**src/rtl/eth_tx_arbiter_if.sv**
```systemverilog
// eth_tx_arbiter_if
//   Bundles the source-side request/data signals and the MAC-side output
//   signals of the transmit arbiter.
//   master : the arbiter (takes req/src_active/src_data, drives the rest)
//   slave  : the frame sources / MAC side (mirror of master)
//   Signals:
//     req[3:0]         per-source tx_request (0 ARP, 1 ICMP, 2 DHCP, 3 UDP)
//     src_active[3:0]  per-source tx_active
//     src_data[31:0]   per-source byte, source n on [8n+7:8n]
//     grant[3:0]       per-source tx_enable, one-hot single-cycle pulse
//     tx_data[7:0]     muxed byte to the MAC
//     tx_valid         granted source active while a frame is in flight
//     frame_abort      single-cycle pulse on frame watchdog expiry
//     busy             arbiter is not idle
interface eth_tx_arbiter_if;
    logic [3:0]  req;
    logic [3:0]  src_active;
    logic [31:0] src_data;
    logic [3:0]  grant;
    logic [7:0]  tx_data;
    logic        tx_valid;
    logic        frame_abort;
    logic        busy;

    modport master (
        input  req, src_active, src_data,
        output grant, tx_data, tx_valid, frame_abort, busy
    );

    modport slave (
        output req, src_active, src_data,
        input  grant, tx_data, tx_valid, frame_abort, busy
    );
endinterface

```
**src/rtl/eth_tx_arbiter.sv**
```systemverilog
// eth_tx_arbiter
//   Arbitrates four frame sources (ARP, ICMP, DHCP, UDP) onto one MAC byte
//   stream. One frame at a time: IDLE -> GRANT (one-cycle tx_enable pulse)
//   -> BUSY (bytes muxed through) -> GAP (inter-frame gap) -> IDLE.
//   A frame watchdog aborts a frame that runs too long and masks that
//   source until its tx_active drops.
//   Parameters:
//     IFG_CYCLES        idle gap between frames in tx_clock cycles (1..2047)
//     MAX_FRAME_CYCLES  watchdog limit per frame in tx_clock cycles (1..2047)
//   Ports:
//     tx_clock  single clock
//     reset     asynchronous active-high reset
//     bus       eth_tx_arbiter_if.master (see interface file for signals)
//   Build option:
//     ETH_TX_ARB_ROUND_ROBIN_EN  defined: round-robin arbitration starting
//                                after the last granted source;
//                                undefined: fixed priority, index 0 highest.
module eth_tx_arbiter #(
    parameter int unsigned IFG_CYCLES       = 12,
    parameter int unsigned MAX_FRAME_CYCLES = 1600
) (
    input logic               tx_clock,
    input logic               reset,
    eth_tx_arbiter_if.master  bus
);

    if (IFG_CYCLES < 1 || IFG_CYCLES > 2047) begin : g_bad_ifg
        $error("eth_tx_arbiter: IFG_CYCLES must be within 1..2047");
    end
    if (MAX_FRAME_CYCLES < 1 || MAX_FRAME_CYCLES > 2047) begin : g_bad_max
        $error("eth_tx_arbiter: MAX_FRAME_CYCLES must be within 1..2047");
    end

    typedef enum logic [1:0] {
        ST_IDLE,
        ST_GRANT,
        ST_BUSY,
        ST_GAP
    } state_t;

    localparam logic [10:0] GAP_LOAD   = 11'(IFG_CYCLES - 1);
    localparam logic [10:0] FRAME_LAST = 11'(MAX_FRAME_CYCLES - 1);

    state_t      state_q, state_d;
    logic [1:0]  sel_q, sel_d;
    logic [10:0] frame_cnt_q, frame_cnt_d;
    logic [10:0] gap_cnt_q, gap_cnt_d;
    logic [3:0]  abort_mask_q, abort_mask_d;
    logic [3:0]  grant_q, grant_d;
    logic        frame_abort_q, frame_abort_d;
    logic        busy_q, busy_d;

    logic [3:0]  req_eff;
    logic [1:0]  winner;
    logic        sel_active;

`ifdef ETH_TX_ARB_ROUND_ROBIN_EN
    logic [1:0]  rr_ptr_q, rr_ptr_d;
    logic [1:0]  cand;
`endif

    assign req_eff    = bus.req & ~abort_mask_q;
    assign sel_active = bus.src_active[sel_q];

    // Winner selection: later assignments override earlier ones, so the scan
    // order is arranged with the highest-priority candidate visited last.
    always_comb begin
        winner = 2'd0;
`ifdef ETH_TX_ARB_ROUND_ROBIN_EN
        cand = 2'd0;
        // Visits ptr, ptr+3, ptr+2, ptr+1 (mod 4): ptr+1 ends up preferred.
        for (int unsigned i = 0; i < 4; i++) begin
            cand = rr_ptr_q + 2'(4 - i);
            if (req_eff[cand]) begin
                winner = cand;
            end
        end
`else
        for (int unsigned i = 0; i < 4; i++) begin
            if (req_eff[3 - i]) begin
                winner = 2'(3 - i);
            end
        end
`endif
    end

    always_comb begin
        state_d       = state_q;
        sel_d         = sel_q;
        frame_cnt_d   = frame_cnt_q;
        gap_cnt_d     = gap_cnt_q;
        // A masked source is released as soon as its tx_active drops.
        abort_mask_d  = abort_mask_q & bus.src_active;
        grant_d       = '0;
        frame_abort_d = 1'b0;
`ifdef ETH_TX_ARB_ROUND_ROBIN_EN
        rr_ptr_d      = rr_ptr_q;
`endif

        case (state_q)
            ST_IDLE: begin
                if (req_eff != '0) begin
                    sel_d   = winner;
                    grant_d = 4'b0001 << winner;
                    state_d = ST_GRANT;
                end
            end
            ST_GRANT: begin
                frame_cnt_d = '0;
                state_d     = ST_BUSY;
`ifdef ETH_TX_ARB_ROUND_ROBIN_EN
                rr_ptr_d    = sel_q;
`endif
            end
            ST_BUSY: begin
                frame_cnt_d = frame_cnt_q + 11'd1;
                // Frame counter is 0 only on the first BUSY cycle, where the
                // source's tx_active still reflects its own tx_enable.
                if (frame_cnt_q != '0 && !sel_active) begin
                    state_d   = ST_GAP;
                    gap_cnt_d = GAP_LOAD;
                end else if (frame_cnt_q == FRAME_LAST) begin
                    frame_abort_d       = 1'b1;
                    abort_mask_d[sel_q] = 1'b1;
                    state_d             = ST_GAP;
                    gap_cnt_d           = GAP_LOAD;
                end
            end
            ST_GAP: begin
                if (gap_cnt_q == '0) begin
                    state_d = ST_IDLE;
                end else begin
                    gap_cnt_d = gap_cnt_q - 11'd1;
                end
            end
            default: begin
                state_d = ST_IDLE;
            end
        endcase

        busy_d = (state_d != ST_IDLE);
    end

    always_ff @(posedge tx_clock or posedge reset) begin
        if (reset) begin
            state_q       <= ST_IDLE;
            sel_q         <= '0;
            frame_cnt_q   <= '0;
            gap_cnt_q     <= '0;
            abort_mask_q  <= '0;
            grant_q       <= '0;
            frame_abort_q <= 1'b0;
            busy_q        <= 1'b0;
`ifdef ETH_TX_ARB_ROUND_ROBIN_EN
            rr_ptr_q      <= '0;
`endif
        end else begin
            state_q       <= state_d;
            sel_q         <= sel_d;
            frame_cnt_q   <= frame_cnt_d;
            gap_cnt_q     <= gap_cnt_d;
            abort_mask_q  <= abort_mask_d;
            grant_q       <= grant_d;
            frame_abort_q <= frame_abort_d;
            busy_q        <= busy_d;
`ifdef ETH_TX_ARB_ROUND_ROBIN_EN
            rr_ptr_q      <= rr_ptr_d;
`endif
        end
    end

    assign bus.grant       = grant_q;
    assign bus.frame_abort = frame_abort_q;
    assign bus.busy        = busy_q;
    assign bus.tx_valid    = (state_q == ST_BUSY) && sel_active;

    always_comb begin
        bus.tx_data = '0;
        if (state_q == ST_BUSY) begin
            bus.tx_data = bus.src_data[{sel_q, 3'b000} +: 8];
        end
    end

endmodule

```
**src/flat_wrapper.sv**
```systemverilog
// flat-port wrapper written by rule: the top's interface ports become plain ports
module eth_tx_arbiter_flat 
#(
    parameter int unsigned IFG_CYCLES       = 12,
    parameter int unsigned MAX_FRAME_CYCLES = 1600
)
  (tx_clock, reset, bus_req, bus_src_active, bus_src_data, bus_grant, bus_tx_data, bus_tx_valid, bus_frame_abort, bus_busy);
  eth_tx_arbiter_if bus_i ();
  input logic tx_clock;
  input logic reset;
  input wire logic [$bits(bus_i.req)-1:0] bus_req;
  input wire logic [$bits(bus_i.src_active)-1:0] bus_src_active;
  input wire logic [$bits(bus_i.src_data)-1:0] bus_src_data;
  output wire logic [$bits(bus_i.grant)-1:0] bus_grant;
  output wire logic [$bits(bus_i.tx_data)-1:0] bus_tx_data;
  output wire logic [$bits(bus_i.tx_valid)-1:0] bus_tx_valid;
  output wire logic [$bits(bus_i.frame_abort)-1:0] bus_frame_abort;
  output wire logic [$bits(bus_i.busy)-1:0] bus_busy;
  assign bus_i.req = bus_req;
  assign bus_i.src_active = bus_src_active;
  assign bus_i.src_data = bus_src_data;
  assign bus_grant = bus_i.grant;
  assign bus_tx_data = bus_i.tx_data;
  assign bus_tx_valid = bus_i.tx_valid;
  assign bus_frame_abort = bus_i.frame_abort;
  assign bus_busy = bus_i.busy;
  eth_tx_arbiter #(.IFG_CYCLES(IFG_CYCLES), .MAX_FRAME_CYCLES(MAX_FRAME_CYCLES)) u_core (.tx_clock(tx_clock), .reset(reset), .bus(bus_i));
endmodule
```
**config.mk**
```make
export PLATFORM = sky130hd
export DESIGN_NAME = eth_tx_arbiter_flat
export DESIGN_NICKNAME = d
export VERILOG_FILES = /design/src/rtl/eth_tx_arbiter_if.sv /design/src/rtl/eth_tx_arbiter.sv /design/src/flat_wrapper.sv
export SDC_FILE = /design/constraint.sdc
export NUM_CORES = 1
export LEC_CHECK = 0
export BUFFER_PORTS_ARGS = -buffer_cell sky130_fd_sc_hd__buf_2
export CAP_MARGIN = 5
export CORE_MARGIN = 8
export CORE_UTILIZATION = 35
export CTS_BUF_LIST = sky130_fd_sc_hd__clkbuf_2
export CTS_CLUSTER_DIAMETER = 80
export DETAILED_ROUTE_END_ITERATION = 10
export GPL_ROUTABILITY_DRIVEN = 0
export HOLD_SLACK_MARGIN = 0.1
export PLACE_DENSITY_LB_ADDON = 0.1
export REMOVE_ABC_BUFFERS = 1
export SYNTH_ARGS = -nofsm -noshare
export SYNTH_HDL_FRONTEND = slang
export SYNTH_SLANG_ARGS = --single-unit
```
**constraint.sdc**
```tcl
create_clock -name tx_clock -period 6.3 [get_ports tx_clock]
set_input_delay 0.315 -clock tx_clock [delete_from_list [all_inputs] [get_ports tx_clock]]
set_output_delay 0.315 -clock tx_clock [all_outputs]
set_load 0.1 [all_outputs]
```
## Word-level counts from Yosys, hierarchy flattened

Index checks and enable logic that the tools add are counted.

- Eq/ne operators: 6
- Bitwise logic cells: 4
- Mux-type cells: 27
- Reduce and logical (&&, ||, !) cells: 13
- Shift-type cells: 2
- $add $sub $neg: 2
- Magnitude comparators: 2

Operators by type and width:

| cell | count |
|---|---|
| $pmux W11 S2 | 2 |
| $mux W11 | 3 |
| $shiftx A32 B6 Y8 | 1 |
| $mux W4 | 5 |
| $mux W2 | 8 |
| $add A11 B1 Y11 const B | 1 |
| $eq A11 B11 Y1 const B | 1 |
| $logic_not A11 Y1 | 1 |
| $reduce_bool A11 Y1 | 1 |
| $sub A11 B1 Y11 const B | 1 |
| $and A4 B4 Y4 | 2 |
| $mux W8 | 1 |
| $pmux W2 S4 | 1 |
| $reduce_bool A2 Y1 | 3 |
| $mux W1 | 5 |
| $eq A2 B2 Y1 const B | 2 |
| $not A4 Y4 | 1 |
| $or A4 B4 Y4 | 1 |
| $reduce_bool A4 Y1 | 1 |
| $shl A1 B2 Y4 const A | 1 |
| $logic_and A1 B1 Y1 | 3 |
| $lt A2 B3 Y1 const B | 1 |
| $ne A3 B1 Y1 const B | 1 |
| $reduce_and A3 Y1 | 1 |
| 8 further kinds | 8 |

- Word-level logic and storage cells: 64
- Flip-flop bits (word level): 36

## Longest topological paths before layout

- Word-level depth: 9
- Gate-level depth with buffers: 8
- Mapped depth without buffers: 7

## Least setup slack after synthesis

No wires, ideal clock.

- Kind: reg-to-output
- Start point: reg u_core.sel_q[0]
- End point: out bus_tx_data[1]
- Arrival time: 1,905 ps
- Setup slack: 4,080 ps
- Buffers on the path: 1
- Data required time: 5,985 ps
- Cell stages (with the launch flop): 4
- Cells stage by stage: dfrtp_1 > clkbuf_1 > mux4_2 > and2_1

- Word-level cells in the longest chain between the ends: 2

RTL lines:

| element | RTL line | text |
|---|---|---|
| start: declaration | eth_tx_arbiter.sv:45 | `logic [1:0] sel_q, sel_d;` |
| start signal: assignment | eth_tx_arbiter.sv:159 | `sel_q <= sel_d;` |
| $shiftx A32 B6 Y8 | eth_tx_arbiter.sv:180 | `bus.tx_data = bus.src_data[{sel_q, 3'b000} +: 8];` |
| $mux W8 | eth_tx_arbiter.sv:179 | `if (state_q == ST_BUSY) begin` |
| end: declaration | flat_wrapper.sv:15 | `output wire logic [$bits(bus_i.tx_data)-1:0] bus_tx_data;` |

Every way passes these cells.

## Final worst setup path

- Start point: reg u_core.sel_q[0]
- End point: out bus_tx_valid

- Word-level cells in the longest chain between the ends: 3

RTL lines:

| element | RTL line | text |
|---|---|---|
| $bmux W1 S2 | eth_tx_arbiter.sv:63 | `assign sel_active = bus.src_active[sel_q];` |
| $mux W1 (implied by the code) | eth_tx_arbiter.sv:63 |  |
| $logic_and A1 B1 Y1 | eth_tx_arbiter.sv:175 | `assign bus.tx_valid = (state_q == ST_BUSY) && sel_active;` |
| end: declaration | flat_wrapper.sv:16 | `output wire logic [$bits(bus_i.tx_valid)-1:0] bus_tx_valid;` |

Every way passes these cells. The select of a mux whose other input is x is not followed.

==> impl_metrics.env <==
export IMPL_syn_avg_cell_area_um2=10.1
export IMPL_final_cells=344
export IMPL_p_per_area_nw_per_um2=447
export IMPL_final_max_slew_viol_count=0
export IMPL_hold_start="bus_src_active[1]"
export IMPL_hold_path_depth=2
export IMPL_met1_usage=0.155
export IMPL_crit_type="reg -> out"
export IMPL_antenna_found_initial=0
export IMPL_cts_root_buf="clkbuf_2"
export IMPL_tns_ns=0
export IMPL_fin_util=0.435
export IMPL_initial_utilization=0.362
export IMPL_cts_buffer_depth=2
export IMPL_ys_seq_area_frac=0.423
export IMPL_place_ws_ns=3.89
export IMPL_max_slew_margin=0.557
export IMPL_drt_total_wl_um=5210
export IMPL_start_kind="flop"
export IMPL_syn_inst=210
export IMPL_numCtsBuffers=5
export IMPL_dieHeight_um=94.0
export IMPL_top_usage_layer="met2"
export IMPL_grt_max_degree=37
export IMPL_crit_arrival_ns=2.33
export IMPL_fp_dieW_um=94.0
export IMPL_critPathRequiredTime_ns=5.98
export IMPL_pin_count=57
export IMPL_worst_pin_slew_ns=0.665
export IMPL_area_delta_synth_final_pct=20.2
export IMPL_track_usage=0.124
export IMPL_drc=0
export IMPL_coreArea_um2=5890
export IMPL_syn_area_um2=2130
export IMPL_final_setup_viol_count=0
export IMPL_leakage_nw=1.22
export IMPL_drt_pass1_iterations=4
export IMPL_status="finished clean"
export IMPL_grt_use_met2=0.186
export IMPL_vias_per_cell=5.21
export IMPL_clk_insertion_delay_late_ns=0.38
export IMPL_antenna_cells=0
export IMPL_cts_tree="yes"
export IMPL_hold_path_class="in -> reg"
export IMPL_drtIter0Drc=56
export IMPL_skew_ns=0.0204
export IMPL_grt_pass1_vias=1896
export IMPL_final_cell_mix="56 x buf_2, 36 x dfrtp_1, 21 x nor2_1, 18 x o21ai_0"
export IMPL_synth_edff_count=0
export IMPL_numPortBuffers=56
export IMPL_hpwl_um=3960
export IMPL_antenna_left=0
export IMPL_use_met3=0.0584
export IMPL_max_freq_mhz=377
export IMPL_die_area_um2=8830
export IMPL_synth_distinct_cells=44
export IMPL_grt_pass1_wl_um=8880
export IMPL_path_clk_slew_ns=0.20
export IMPL_cp_max_fo=13
export IMPL_hold_viol_final=0
export IMPL_rows=28
export IMPL_synth_seq_cells=36
export IMPL_overflow=0
export IMPL_layout_drive_gt1_share=0.305
export IMPL_ys_warnings_count=0
export IMPL_grt_setup_unrepaired="no"
export IMPL_min_period_ns=2.65
export IMPL_worstRegToRegCells=5
export IMPL_cts_max_level=2
export IMPL_end_kind="output pin"
export IMPL_critPathLaunch="u_core.sel_q[0]"
export IMPL_reg2reg_from="u_core.sel_q[0]"
export IMPL_dp_cells=335
export IMPL_finalCritPeriodShare=0.421
export IMPL_async_flop_share=1.00
export IMPL_drv_cap=0
export IMPL_nNetsFinal=316
export IMPL_vias=1792
export IMPL_ir_worst_vdd_mv=0.267
export IMPL_cts_sinks=36
export IMPL_final_common_cell="buf_2"
export IMPL_synth_flop_cell="dfrtp_1"
export IMPL_fin_ws_ns=3.65
export IMPL_wl_per_cell_um=15.1
## routing by layer
metal	wire length, um	up-vias
met2	2270	57
li1	-	881
met5	0	-
met1	2440	847
met3	429	7
met4	59	0
## per-stage QoR
step / instance area, um2 / hold WS (ns) / total power, mW
after detailed placement: 2480 / 0.462 / 1.01
final: 2560 / 0.146 / 1.14
after floorplan: 2100 / 0.448 / 0.873
after CTS: 2560 / 0.107 / 1.16
after global routing: 2560 / 0.118 / 1.23
after global placement: 2480 / 0.456 / 1.01
## sequential cells by signal, indices dropped and copies added (netlist names)
register                cells
u_core.state_q              2
u_core.sel_q                2
u_core.frame_cnt_q         11
u_core.gap_cnt_q           11
u_core.bus.frame_abort      1
u_core.bus.busy             1
u_core.abort_mask_q         4
u_core.bus.grant            4
## critical path: stages (launching register included)
cell     delay (ns)
dfrtp_1        0.81
mux4_2         0.66
and2_1         0.19
buf_2          0.29
## synthesized netlist by cell type (2+ instances only)
cell	count	share of area
nor4_1	2	0.0059
nor2_1	21	0.037
or3_1	2	0.0059
o31ai_1	4	0.014
dfrtp_1	36	0.42
clkbuf_1	6	0.011
o21ai_0	18	0.042
ha_1	6	0.035
nand4_1	6	0.018
xor2_1	6	0.025
inv_1	13	0.023
and2_1	13	0.038
or4_1	2	0.0071
a21oi_1	6	0.014
nand2b_1	4	0.012
o21a_1	4	0.014
nand2_1	10	0.018
mux4_2	9	0.095
and3_1	4	0.012
nor2b_1	3	0.0088
nor3_1	5	0.012
a32o_1	4	0.019
nand3_1	5	0.012
## worst paths after layout
check | to | slack, ns
max in group asynchronous | u_core.gap_cnt_q[10] | 5.40
min in group asynchronous | u_core.gap_cnt_q[4] | 0.56
worst min register to register | u_core.abort_mask_q[1] | 0.51
worst min-delay path | u_core.abort_mask_q[1] | 0.15
worst max-delay path | bus_tx_valid | 3.65
worst max register to register | u_core.bus.busy | 3.87
## repair_timing
item,4_1_cts,5_1_grt
hold buffers,1,0
buffers inserted,0,0
gates resized for setup,0,0
hold endpoints to repair,36,0
## report_power, final
group	switching [mW]	internal, mW
Clock	0.0808	0.0683
Combinational	0.472	0.196
Sequential	0.0582	0.269
## kinds of logic (layout without fill, tap and decap cells)
logic type	Yosys count	after routing	synth area share
simple gates	84	84	0.214
compound gates	47	47	0.163
flops	36	36	0.423
buf+inv	20	79	0.0353
mux	10	10	0.0999
xor+xnor	7	7	0.0288
fa+ha+maj	6	6	0.0353
## cell type report
cell class,count,area [um2]
Multi-Input combinational cell,154,1150
Fill cell,620,3330
Tap cell,75,93.8
Timing Repair Buffer,58,298
Clock buffer,6,30.0
Clock inverter,2,35.0
Sequential cell,36,901
Inverter,13,48.8
Power figures use the tool's default switching activity.
